### config.mk
export PLATFORM = sky130hd
export DESIGN_NAME = dp_vec_pingpong_buf
export DESIGN_NICKNAME = d
export VERILOG_FILES = /design/src/rtl/dp_vec_pingpong_buf.sv
export SDC_FILE = /design/constraint.sdc
export NUM_CORES = 1
export LEC_CHECK = 0
export ABC_AREA = 1
export CAP_MARGIN = 20
export CELL_PAD_IN_SITES_DETAIL_PLACEMENT = 0
export CELL_PAD_IN_SITES_GLOBAL_PLACEMENT = 1
export CORE_AREA = 2 2 327 394
export DETAILED_ROUTE_END_ITERATION = 10
export DIE_AREA = 0 0 329 396
export GPL_TIMING_DRIVEN = 0
export HOLD_SLACK_MARGIN = 0.1
export PLACE_DENSITY_LB_ADDON = 0.08
export SLEW_MARGIN = 20
export SYNTH_ARGS = -nofsm -noshare
export SYNTH_HDL_FRONTEND = slang
export SYNTH_SLANG_ARGS = --single-unit
### constraint.sdc
create_clock -name clk -period 3.1 [get_ports clk]
set_input_delay 0.62 -clock clk [delete_from_list [all_inputs] [get_ports clk]]
set_output_delay 0.62 -clock clk [all_outputs]
set_load 0.05 [all_outputs]
### src/rtl/dp_vec_pingpong_buf.sv
// Double-buffered multi-lane vector buffer between the input streamer and the
// MAC engine. One bank fills while the other streams out; bank pointers toggle
// on completion so read order always follows fill order.
//
// state    | meaning
// W_IDLE   | no fill in progress, waiting for wr_start
// W_FILL   | accepting producer beats into mem[wbank]
// R_IDLE   | no stream-out in progress, waiting for rd_start
// R_STREAM | feeding mem[rbank] through the output register
module dp_vec_pingpong_buf #(
    parameter int DATA_WIDTH = 8,
    parameter int NUM_CH     = 2,
    parameter int DEPTH      = 32,
    parameter int ADDR_WIDTH = $clog2(DEPTH),
    parameter int LEN_WIDTH  = $clog2(DEPTH + 1)
) (
    input  logic                         clk,
    input  logic                         rst_n,
    input  logic                         wr_start,
    input  logic [LEN_WIDTH-1:0]         wr_len,
    input  logic                         wr_abort,
    input  logic                         in_valid,
    output logic                         in_ready,
    input  logic [NUM_CH*DATA_WIDTH-1:0] in_data,
    output logic                         wr_busy,
    output logic                         wr_done,
    input  logic                         rd_start,
    output logic                         out_valid,
    input  logic                         out_ready,
    output logic [NUM_CH*DATA_WIDTH-1:0] out_data,
    output logic                         out_last,
    output logic                         rd_busy,
    output logic                         rd_done,
    output logic [1:0]                   bank_full,
    output logic                         err
);
    localparam int W = NUM_CH * DATA_WIDTH;

    typedef enum logic {W_IDLE, W_FILL}   w_state_t;
    typedef enum logic {R_IDLE, R_STREAM} r_state_t;

    w_state_t w_state, w_state_nxt;
    r_state_t r_state, r_state_nxt;

    logic [W-1:0]          mem [2][DEPTH];
    logic [LEN_WIDTH-1:0]  len_q [2];
    logic                  wbank, rbank;
    logic [ADDR_WIDTH-1:0] wr_ptr, rd_ptr;
    logic [1:0]            full_q;
    logic                  wr_done_p, rd_done_p;

    logic                 len_ok, wr_accept, wr_reject, wr_beat, wr_final;
    logic                 rd_accept, rd_reject, rd_load, rd_final, out_hs;
    logic [LEN_WIDTH-1:0] wlen_cur, rlen_cur;

    assign len_ok    = (wr_len != '0) && (wr_len <= LEN_WIDTH'(DEPTH));
    assign wlen_cur  = len_q[wbank];
    assign rlen_cur  = len_q[rbank];
    assign out_hs    = out_valid && out_ready;
    assign in_ready  = (w_state == W_FILL);
    assign wr_busy   = (w_state == W_FILL);
    assign rd_busy   = (r_state == R_STREAM);
    assign bank_full = full_q;

    // Write FSM next state: accept/reject requests, abort beats data, detect final beat.
    always_comb begin
        w_state_nxt = w_state;
        wr_accept   = 1'b0;
        wr_reject   = 1'b0;
        wr_beat     = 1'b0;
        wr_final    = 1'b0;
        case (w_state)
            W_IDLE: begin
                if (wr_start) begin
                    if (len_ok && !full_q[wbank]) begin
                        wr_accept   = 1'b1;
                        w_state_nxt = W_FILL;
                    end else begin
                        wr_reject = 1'b1;
                    end
                end
            end
            W_FILL: begin
                wr_reject = wr_start;
                if (wr_abort) begin
                    w_state_nxt = W_IDLE;
                end else if (in_valid) begin
                    wr_beat = 1'b1;
                    if (LEN_WIDTH'(wr_ptr) == wlen_cur - LEN_WIDTH'(1)) begin
                        wr_final    = 1'b1;
                        w_state_nxt = W_IDLE;
                    end
                end
            end
        endcase
    end

    // Read FSM next state. Once the last element sits in the output register the
    // load condition is blocked by backpressure until its handshake, so rd_ptr
    // wrapping after a full-depth vector never triggers a stray load.
    always_comb begin
        r_state_nxt = r_state;
        rd_accept   = 1'b0;
        rd_reject   = 1'b0;
        rd_load     = 1'b0;
        rd_final    = 1'b0;
        case (r_state)
            R_IDLE: begin
                if (rd_start) begin
                    if (full_q[rbank]) begin
                        rd_accept   = 1'b1;
                        r_state_nxt = R_STREAM;
                    end else begin
                        rd_reject = 1'b1;
                    end
                end
            end
            R_STREAM: begin
                rd_reject = rd_start;
                if (out_hs && out_last) begin
                    rd_final    = 1'b1;
                    r_state_nxt = R_IDLE;
                end else if ((LEN_WIDTH'(rd_ptr) < rlen_cur) && (!out_valid || out_ready)) begin
                    rd_load = 1'b1;
                end
            end
        endcase
    end

    // State registers for both FSMs.
    always_ff @(posedge clk or negedge rst_n) begin
        if (!rst_n) begin
            w_state <= W_IDLE;
            r_state <= R_IDLE;
        end else begin
            w_state <= w_state_nxt;
            r_state <= r_state_nxt;
        end
    end

    // Write pointer, write bank pointer and the delayed wr_done pulse.
    always_ff @(posedge clk or negedge rst_n) begin
        if (!rst_n) begin
            wr_ptr    <= '0;
            wbank     <= 1'b0;
            wr_done_p <= 1'b0;
            wr_done   <= 1'b0;
        end else begin
            wr_done_p <= wr_final;
            wr_done   <= wr_done_p;
            if (wr_accept)
                wr_ptr <= '0;
            else if (wr_beat)
                wr_ptr <= wr_ptr + ADDR_WIDTH'(1);
            if (wr_final)
                wbank <= ~wbank;
        end
    end

    // Bank storage and per-bank length; contents are deliberately not reset.
    always_ff @(posedge clk) begin
        if (wr_accept)
            len_q[wbank] <= wr_len;
        if (wr_beat)
            mem[wbank][wr_ptr] <= in_data;
    end

    // Read pointer, read bank pointer, output register and delayed rd_done pulse.
    always_ff @(posedge clk or negedge rst_n) begin
        if (!rst_n) begin
            rd_ptr    <= '0;
            rbank     <= 1'b0;
            out_valid <= 1'b0;
            out_data  <= '0;
            out_last  <= 1'b0;
            rd_done_p <= 1'b0;
            rd_done   <= 1'b0;
        end else begin
            rd_done_p <= rd_final;
            rd_done   <= rd_done_p;
            if (rd_accept)
                rd_ptr <= '0;
            else if (rd_load)
                rd_ptr <= rd_ptr + ADDR_WIDTH'(1);
            if (rd_final)
                rbank <= ~rbank;
            if (rd_load) begin
                out_valid <= 1'b1;
                out_data  <= mem[rbank][rd_ptr];
                out_last  <= (LEN_WIDTH'(rd_ptr) == rlen_cur - LEN_WIDTH'(1));
            end else if (out_hs) begin
                out_valid <= 1'b0;
                out_last  <= 1'b0;
            end
        end
    end

    // Full flags (set by fill completion, cleared by read completion) and err pulse.
    always_ff @(posedge clk or negedge rst_n) begin
        if (!rst_n) begin
            full_q <= 2'b00;
            err    <= 1'b0;
        end else begin
            if (wr_final)
                full_q[wbank] <= 1'b1;
            if (rd_final)
                full_q[rbank] <= 1'b0;
            err <= wr_reject | rd_reject;
        end
    end

endmodule

### Word level (Yosys, flattened, before mapping)

Memories as Yosys holds them, arrays and structs flattened.
Index checks and enable logic that the tools add are counted.

| word-level totals | value |
|---|---|
| logic and storage cells | 113 |
| input port bits | 29 |
| memories | 2 |
| bits in registers | 39 |
| RAM bits | 1036 |
| output and inout port bits | 26 |

Memories:

| name | words | bits a word | rd ports | clocked after Yosys merged registers in | wr ports | RTL line | RTL |
|---|---|---|---|---|---|---|---|
| mem | 2 | 512 | 1 | 0 | 1 | 45 | `logic [W-1:0] mem [2][DEPTH];` |
| len_q | 2 | 6 | 2 | 0 | 1 | 46 | `logic [LEN_WIDTH-1:0] len_q [2];` |

| operators by class | value |
|---|---|
| equality and inequality tests | 2 |
| reductions and logical operators | 15 |
| bitwise operators | 10 |
| magnitude comparators | 9 |
| add/subtract/negate cells | 4 |
| muxes and demuxes | 56 |

Operators by type and width:

| cell | number |
|---|---|
| 512-bit two-way mux | 1 |
| 16-bit binary-select mux with 5-bit select | 1 |
| 16-bit demux with 5-bit select | 1 |
| 16-bit two-way mux | 3 |
| 1-bit two-way mux | 38 |
| 5-bit two-way mux | 4 |
| 5-bit by 6-bit equality test with 1-bit output | 2 |
| 6-bit >= comparator, second input constant | 2 |
| 5-bit inverter with 6-bit output | 2 |
| 6-bit by 1-bit subtractor with 6-bit output, second input constant | 2 |
| 5-bit by 1-bit adder with 5-bit output, second input constant | 2 |
| 1-bit logical AND | 8 |
| 1-bit one-hot mux with 2 select lines | 4 |
| 6-bit <= comparator, second input constant | 1 |
| 5-bit by 6-bit < comparator with 1-bit output | 1 |
| 6-bit by 1-bit < comparator with 1-bit output, second input constant | 1 |
| 2-bit nonzero test | 3 |
| 6-bit nonzero test | 1 |
| 1-bit by 2-bit < comparator with 1-bit output, second input constant | 2 |
| 2-bit two-way mux | 2 |
| 1-bit inverter | 4 |
| 2-bit bitwise AND | 1 |
| 1-bit demux with 1-bit select | 2 |
| 1-bit >= comparator, second input constant | 2 |
| 5 further kinds | 6 |

### Depth between registers and ports, before layout

Gate-level depths: netlist of the first run.
An unclocked memory read counts as a cell.

| depth | value |
|---|---|
| depth after elaboration | 10 |
| gate-level depth with buffers | 16 |
| gate-level depth less buffers | 15 |

### Least setup slack after synthesis of the first run

OpenSTA, ideal clock, no wires.

| timing | value |
|---|---|
| path type | reg2reg |
| start point | register w_state, in the netlist in_ready |
| end point | memory mem[0][128] in the netlist's numbering (enable) |
| required time | 2.670 ns |
| setup slack | 0.097 ns |
| arrival time | 2.573 ns |
| path buffers | 0 |
| period minus slack after synthesis | 3.003 ns |
| library setup time | 0.430 ns |
| stages on the path, launching flop included | 3 |
| cells stage by stage | dfrtp_1 -> nand3_1 -> nor4_1 |

| on the way | value |
|---|---|
| word-level cells in the longest chain between the ends | 3 |

RTL lines:

| element | RTL line | RTL |
|---|---|---|
| start, declared | 42 | `w_state_t w_state, w_state_nxt;` |
| start signal, assigned | 136 | `w_state <= w_state_nxt;` |
| 1-bit two-way mux | 72 | `case (w_state)` |
| 1-bit two-way mux | 164 | `if (wr_beat)` |
| 512-bit two-way mux (implied by the code) | 165 | `mem[wbank][wr_ptr] <= in_data;` |
| end, declared | 45 |  |

Every way passes these cells.

### Worst setup path after layout of the first run

| timing | value |
|---|---|
| start point | register rbank |
| end point | register out_data[6] |

| on the way | value |
|---|---|
| word-level cells in the longest chain between the ends | 6 |
| elaborated cells on any way between the ends | 10 |
| classes of those cells | 1 x order compare; 6 x mux; 1 x reduce/logical; 2 x memory |

RTL lines:

| element | RTL line | RTL |
|---|---|---|
| start, declared | 47 | `logic wbank, rbank;` |
| start signal, assigned | 186 | `rbank <= ~rbank;` |
| memory read 2 x 6 bit | -- |  |
| 5-bit by 6-bit < comparator with 1-bit output | 123 | `end else if ((LEN_WIDTH'(rd_ptr) < rlen_cur) && (!out_valid \|\| out_ready)) begin` |
| 1-bit logical AND | 123 |  |
| 1-bit two-way mux | 123 |  |
| 1-bit two-way mux | 120 | `if (out_hs && out_last) begin` |
| 1-bit two-way mux | 107 | `case (r_state)` |
| end signal, assigned | 189 | `out_data <= mem[rbank][rd_ptr];` |
| end, declared | 30 | `output logic [NUM_CH*DATA_WIDTH-1:0] out_data,` |

Several ways; a longest one is shown, not always the timed one. The select of a mux whose other input is x is not followed.
A chain may end at the register's enable or synchronous reset.

==> run metrics, run 1 <==
status=complete, no violations; hold slack final=0.256 ns; # IOs=55; setup TNS=0 ns; Hold Path Origin=in_data[12]; initial antenna violation count=6; final worst setup slack=0.0330 ns; Pleak=0.0183 uW; Finished Core Util=41.2%; Slew Viols, Final=0; Worst-Skew Late Latency=0.74 ns; post-synth top area cell=edfxtp_1; Synthesized Nets=3751; Initial Util=34.8%; CTS HTree Levels=3; CTS tree=done; WP data required=3.77 ns; Max FO, Critical Path=10; placed insts=5560; Max-Cap Viols=0; sequential share of the synthesized area=73.1%; Setup Skew=0.0259 ns; Final Hold Vio Count=0; period utilisation layout=98.9%; GRT Overall Usage=24.7%; Yosys reg bits=1075; mean routed wirelength per cell=27.9 um; Yosys top cell area share=70.8%; Layout Area Growth over Synthesis=18.4%; Die W=329 um; routed via count=29385; WP data arrival=3.74 ns; critical path startpoint category=flop; Yosys warnings=0; initial drt markers=2673; Die Area=0.130 sq mm; first-pass iteration count of the detailed router=6; fin nets=4053; Slew headroom=25.6%; synth top area cells=edfxtp_1, nor2_1, o21ai_0, nand2_1, dfrtp_1; placer congestion estimate=0.913; Avg Cell Area, Syn=11.8 sq um; # fillers=12126; post-synthesis cell area=0.0439 sq mm; Root Driver=clkbuf_16; port bufs=54; Syn Inst Count=3710; critical path class=flop to flop; global-route wire length before repair=223000 um; site row count=143; Final ANT Viol Nets=0; synth unique cells=33; share of cells above drive strength 1=13.0%; clock period minus worst slack=3.07 ns; Core Region=0.126 sq mm; f_max=0.326 GHz; maximum VDD drop=0.629 mV; vias in the first global route=28809; Sink Count=1075; # DRC=0; Max Root-Sink Buffers=3; RSZ-0062 raised after global routing=yes; grt ovf=0; start point of the critical path=rbank$_DFFE_PN0P_; Setup-failing EPs final=0; worst slack, placed=-1.08 ns; largest net degree at the start of global routing=53; vias per inst=5.08; HP Class=input port to flop; slew at the pin closest to its max-slew limit=1.12 ns; TritonCTS buffer count=116; final wirelength=161000 um; R2R Path Start=rbank$_DFFE_PN0P_; clock transition at the registers of the reported paths=0.06 ns; die span in y=396 um; Finished Layout Cells=5781; CP Capture Type=flop; DP Wirelength=118000 um; power per cell area=856 mW/mm^2
-- metal layers --
metal	global-route usage [%]	vias up	wire, um
li1	-	13692	-
met1	31.6	14755	67100
met2	42.9	729	80900
met3	2.78	207	7150
met4	9.15	2	5920
met5	0	-	13
-- where the power goes --
part | internal, uW | total (uW) | switching [uW]
logic | 3580 | 14800 | 11200
registers | 16100 | 16400 | 244
clock network | 7470 | 13300 | 5870
-- cell usage in the layout (no fill, tap or decap), types with 9 or more instances in the layout --
master and n:
inv_1 171, clkbuf_1 108, buf_2 64, o211ai_1 96
o21ai_1 109, clkbuf_16 118, a21oi_1 69, dfrtp_1 38
buf_1 19, clkinv_1 21, nor2_1 680, clkdlybuf4s50_1 37
nor3_2 51, edfxtp_1 1036, buf_6 45, nand3_1 154
buf_16 9, o21ai_0 466, clkinv_2 31, o22ai_1 17
buf_4 113, ha_1 12, clkbuf_2 23, nand2_1 521
-- worst paths after layout --
check / to / slack, ns / cells after the start
min in group asynchronous: wr_done_p$_DFF_PN0_ / 0.37 / 2
setup / recovery: out_data[6]$_DFFE_PN0P_ / 0.03 / 11
hold reg to reg: rd_done$_DFF_PN0_ / 0.35 / 0
max in group asynchronous: out_data[3]$_DFFE_PN0P_ / 2.19 / 3
setup reg to reg: out_data[6]$_DFFE_PN0P_ / 0.03 / 11
hold / removal: mem[0][412]$_DFFE_PP_ / 0.26 / 1
-- final cells by class --
class,count,area (sq um),area share [%]
sequential,1075,32100,61.7
multi-input combinational,2229,10500,20.2
clock buffer,153,3160,6.09
tap,1667,2090,4.01
timing repair buffer,185,1880,3.62
buffer,226,1170,2.26
inverter,179,672,1.29
clock inverter,62,427,0.821
antenna,5,12.5,0.0241
-- state kept, by name (all words and copies together) (netlist names), 2 cells and up --
register and flops:
out_data 16, wr_ptr 5, rd_ptr 5, len_q 12, mem 1024, bank_full 2
-- metrics by stage --
step                      power [uW]  instance area (sq um)
after floorplan                24200                  43900
after global placement         31300                  46500
after detailed placement       31400                  48200
after CTS                      44800                  51900
after global routing           46300                  52000
final                          44500                  52000
-- critical path, cell delays in order, from the launching register on --
cell and delay, ns:
dfrtp_2 0.50, inv_2 0.08, clkbuf_2 0.50, clkbuf_1 0.46, o21ai_0 0.17, nand3_1 0.20, nand3_1 0.47, nand2_1 0.21
nand3_1 0.09, nand2_1 0.09, nand2_1 0.12, nand2_1 0.08
-- kinds of logic after synthesis --
group / after synthesis / share of synthesized area [%]
DFF: 1075 / 73.1
buffers and inverters: 406 / 4.00
and+or+nand+nor: 1448 / 13.1
AOI/OAI and AO/OA: 762 / 9.32
xor gates and xnor gates: 7 / 0.171
adders and majority gates: 12 / 0.342
-- synthesized netlist by cell type, drive strengths merged --
master,n
edfxtp,1036
nor2,686
o21ai,579
nand2,526
inv,176
nand3,162
buf,121
clkbuf,106
o211ai,96
a21oi,69
nor3,60
dfrtp,39
o22ai,17
ha,12
nand4,4
or2,4
xor2,4
clkinv,3
nand3b,3
nor4,2
xnor2,2
and3,1
o21bai,1
xnor3,1
-- repair_timing --
item,4_1_cts,5_1_grt
gates resized for setup,43,36
hold endpoints to repair,17,0
hold buffers,1,0
pin swaps,2,1
setup endpoints to repair,454,61
setup buffers,1,0
(Power assumes the default switching activity.)
==> inputs of run 2 (changes only) <==
ABC_CLOCK_PERIOD_IN_PS = 3100   (was not set)
CTS_CLUSTER_SIZE = 10   (was not set)
==> run 2 against run 1 <==
Against the previous run: count of clock-buffer cells in the layout up 26; clock skew grew 0.0037 ns; first-iteration DRC count up 7.3%; critical path depth increased by 3; critical path type unchanged; highest routed layer unchanged.
==> run metrics, run 2 (synthesis results as in run 1) <==
share of cells above drive strength 1=12.0% (-0.96 points); CP max-delay cell=dfrtp_2; Setup Skew=0.0296 ns (+0.00373 ns); GRT Overall Usage=24.7% (about the same); R2R Path Start=rbank$_DFFE_PN0P_; CP Capture Point=out_data[12]$_DFFE_PN0P_; Root Driver=clkbuf_16; Layout Area Growth over Synthesis=17.9%; # fillers=12136 (+0.082%); period utilisation layout=98.0% (-0.96 points); largest net degree at the start of global routing=53 (unchanged); DP Wirelength=118000 um (unchanged); vias per inst=5.12 (+0.68%); TritonCTS buffer count=120 (+3.4%); WP data arrival=3.71 ns (-0.03 ns); Top Registers=mem (1024), out_data (16), len_q (12); Initial Util=34.8% (unchanged); Pleak=0.0182 uW (-0.87%); Crit Reg-Reg Endpoint=out_data[12]$_DFFE_PN0P_; Largest Register=mem; Largest register FFs=1024 (unchanged); site row count=143 (unchanged); most frequent cells in the layout=edfxtp_1, nor2_1, nand2_1; Max FO, Critical Path=10 (unchanged); Reg area=0.0321 sq mm (unchanged); Die W=329 um (unchanged); RSZ-0062 raised after global routing=yes; worst-case reg-to-reg path depth=14 (+3); routed wl met2=81100 um (+0.22%); worst slack, placed=-1.08 ns (unchanged); slew at the pin closest to its max-slew limit=1.14 ns (+0.0268 ns); final worst setup slack=0.0627 ns (+0.0296 ns); clock transition at the registers of the reported paths=0.06 ns (about the same); f_max=0.329 GHz (+0.97%); setup TNS=0 ns (unchanged); Multi-input gate area=0.0105 sq mm (+0.18%); Slew headroom=23.8% (-1.8 points); Setup-failing EPs final=0 (unchanged); Slew Viols, Final=0 (unchanged); Max Root-Sink Buffers=3 (unchanged); # IOs=55 (unchanged); CTS HTree Levels=3 (unchanged); fin nets=4057 (+0.099%); first-pass iteration count of the detailed router=5 (-1); critical path class=flop to flop; Final Hold Vio Count=0 (unchanged); hold slack final=0.266 ns (+0.00964 ns); Max-Cap Viols=0 (unchanged); CP cell instances=buf_6, buf_6, buf_6, buf_6, nor2_1, nor2_1, o21ai_0, nand3_1, nand3_1, nand2_1, nand3_1, nand2_1, nand2_1, nand2_1; critical path startpoint category=flop; biggest cell delay along the critical path=0.50 ns (about the same); M1 WL=66800 um (-0.48%); global-route wire length before repair=223000 um (about the same); final wirelength=161000 um (about the same); grt ovf=0 (unchanged); Die Area=0.130 sq mm (unchanged); max layer used=met5; initial drt markers=2869 (+7.3%); vias in the first global route=28754 (-0.19%); most common cell after layout, fill and taps aside=edfxtp_1; routed via count=29430 (+0.15%); mean routed wirelength per cell=28.0 um (+0.47%); design area=0.0518 sq mm (-0.41%); Final ANT Viol Nets=0 (unchanged); placer congestion estimate=0.913 (unchanged); HP Class=input port to flop; start point of the critical path=rbank$_DFFE_PN0P_; CP Capture Type=flop; final total power=44000 uW (-1.2%); status=complete, no violations; Sink Count=1075 (unchanged); dpl cell area=0.0482 sq mm (unchanged); Core Region=0.126 sq mm (unchanged); maximum VDD drop=0.464 mV (-26%); die span in y=396 um (unchanged); port bufs=54 (unchanged); clock period minus worst slack=3.04 ns (-0.0296 ns); CTS tree=done; WP data required=3.77 ns (about the same); initial antenna violation count=7 (+1); # DRC=0 (unchanged); reg2reg setup slack=0.06 ns (+0.03 ns); Met3 Wirelength=7290 um (+1.9%); power per cell area=849 mW/mm^2 (-0.74%); Worst-Skew Late Latency=0.74 ns (about the same)
==> run 2: changes by cell type in the layout (fill, tap and decap cells not counted), sizes merged <==
cell,change
clkinv,-46
clkbuf,+21
buf,+4
bufinv,-3
inv,-3
clkinvlp,-2
diode,-2
clkdlybuf4s15,+1
==> run 2: how the worst min path moves through the flow <==
stage	startpoint	end	slack [ns]	cells past startpoint
after global placement	wr_done_p$_DFF_PN0_	wr_done$_DFF_PN0_	0.34	0
after CTS	in_data[12]	mem[1][412]$_DFFE_PP_	0.21	1
after detailed placement	wr_done_p$_DFF_PN0_	wr_done$_DFF_PN0_	0.34	0
final	in_data[12]	mem[0][268]$_DFFE_PP_	0.27	1
after floorplan	rst_n	bank_full[0]$_DFF_PN0_	0.32	0
after global routing	in_data[12]	mem[1][412]$_DFFE_PP_	0.25	1
==> run 2: per-layer routing <==
layer / vias up / track usage (%)
met3: 198 / 2.57
met4: 4 / 9.21
met1: 14750 / 31.8
met2: 800 / 42.8
li1: 13678 / -
met5: - / 0
==> run 2: repair_timing <==
item,CTS,global route
hold buffers,1,0
gates cloned,0,0
setup endpoints to repair,460,57
resized for setup,57,19
endpoints found under the hold margin,17,0
buffers inserted,0,1
pin swaps,4,0
==> run 2: power by group <==
part | leakage (uW) | total (uW) | switching, uW | internal, uW
sequential | 0.00979 | 16400 | 244 | 16200
clock | 0.00162 | 12800 | 5600 | 7240
combinational | 0.00675 | 14800 | 11200 | 3590
total | 0.0182 | 44000 | 17000 | 27000
==> run 2: layout make-up <==
cell class	instances	share of cell area (%)
repair buffers	185	3.63
well taps	1667	4.03
plain buffers	226	2.28
diodes	3	0.0145
inverters	179	1.30
clock buffers	179	6.33
clock inverters	8	0.157
multi-input cells	2229	20.3
flip-flops and latches	1075	62.0
==> run 2: worst max-delay path, delay by kind of cell (launching register included) <==
family	cells	cell delay [ns]
AOI/OAI and AO/OA	1	0.10
buffers and inverters	4	0.92
DFF	1	0.50
and+or+nand+nor	9	1.43
==> run 2: per-stage QoR <==
step	std cells	util (%)
after floorplan	3710	-
after global placement	5431	36.9
after detailed placement	5560	38.2
after CTS	5747	41.0
after global routing	5748	41.0
final	5751	41.1
==> inputs of run 3 (changes only) <==
CTS_CLUSTER_SIZE = not set   (was 10)
==> results of run 3 <==
The final DEF is identical to that of run 1; final timing and power are the same.
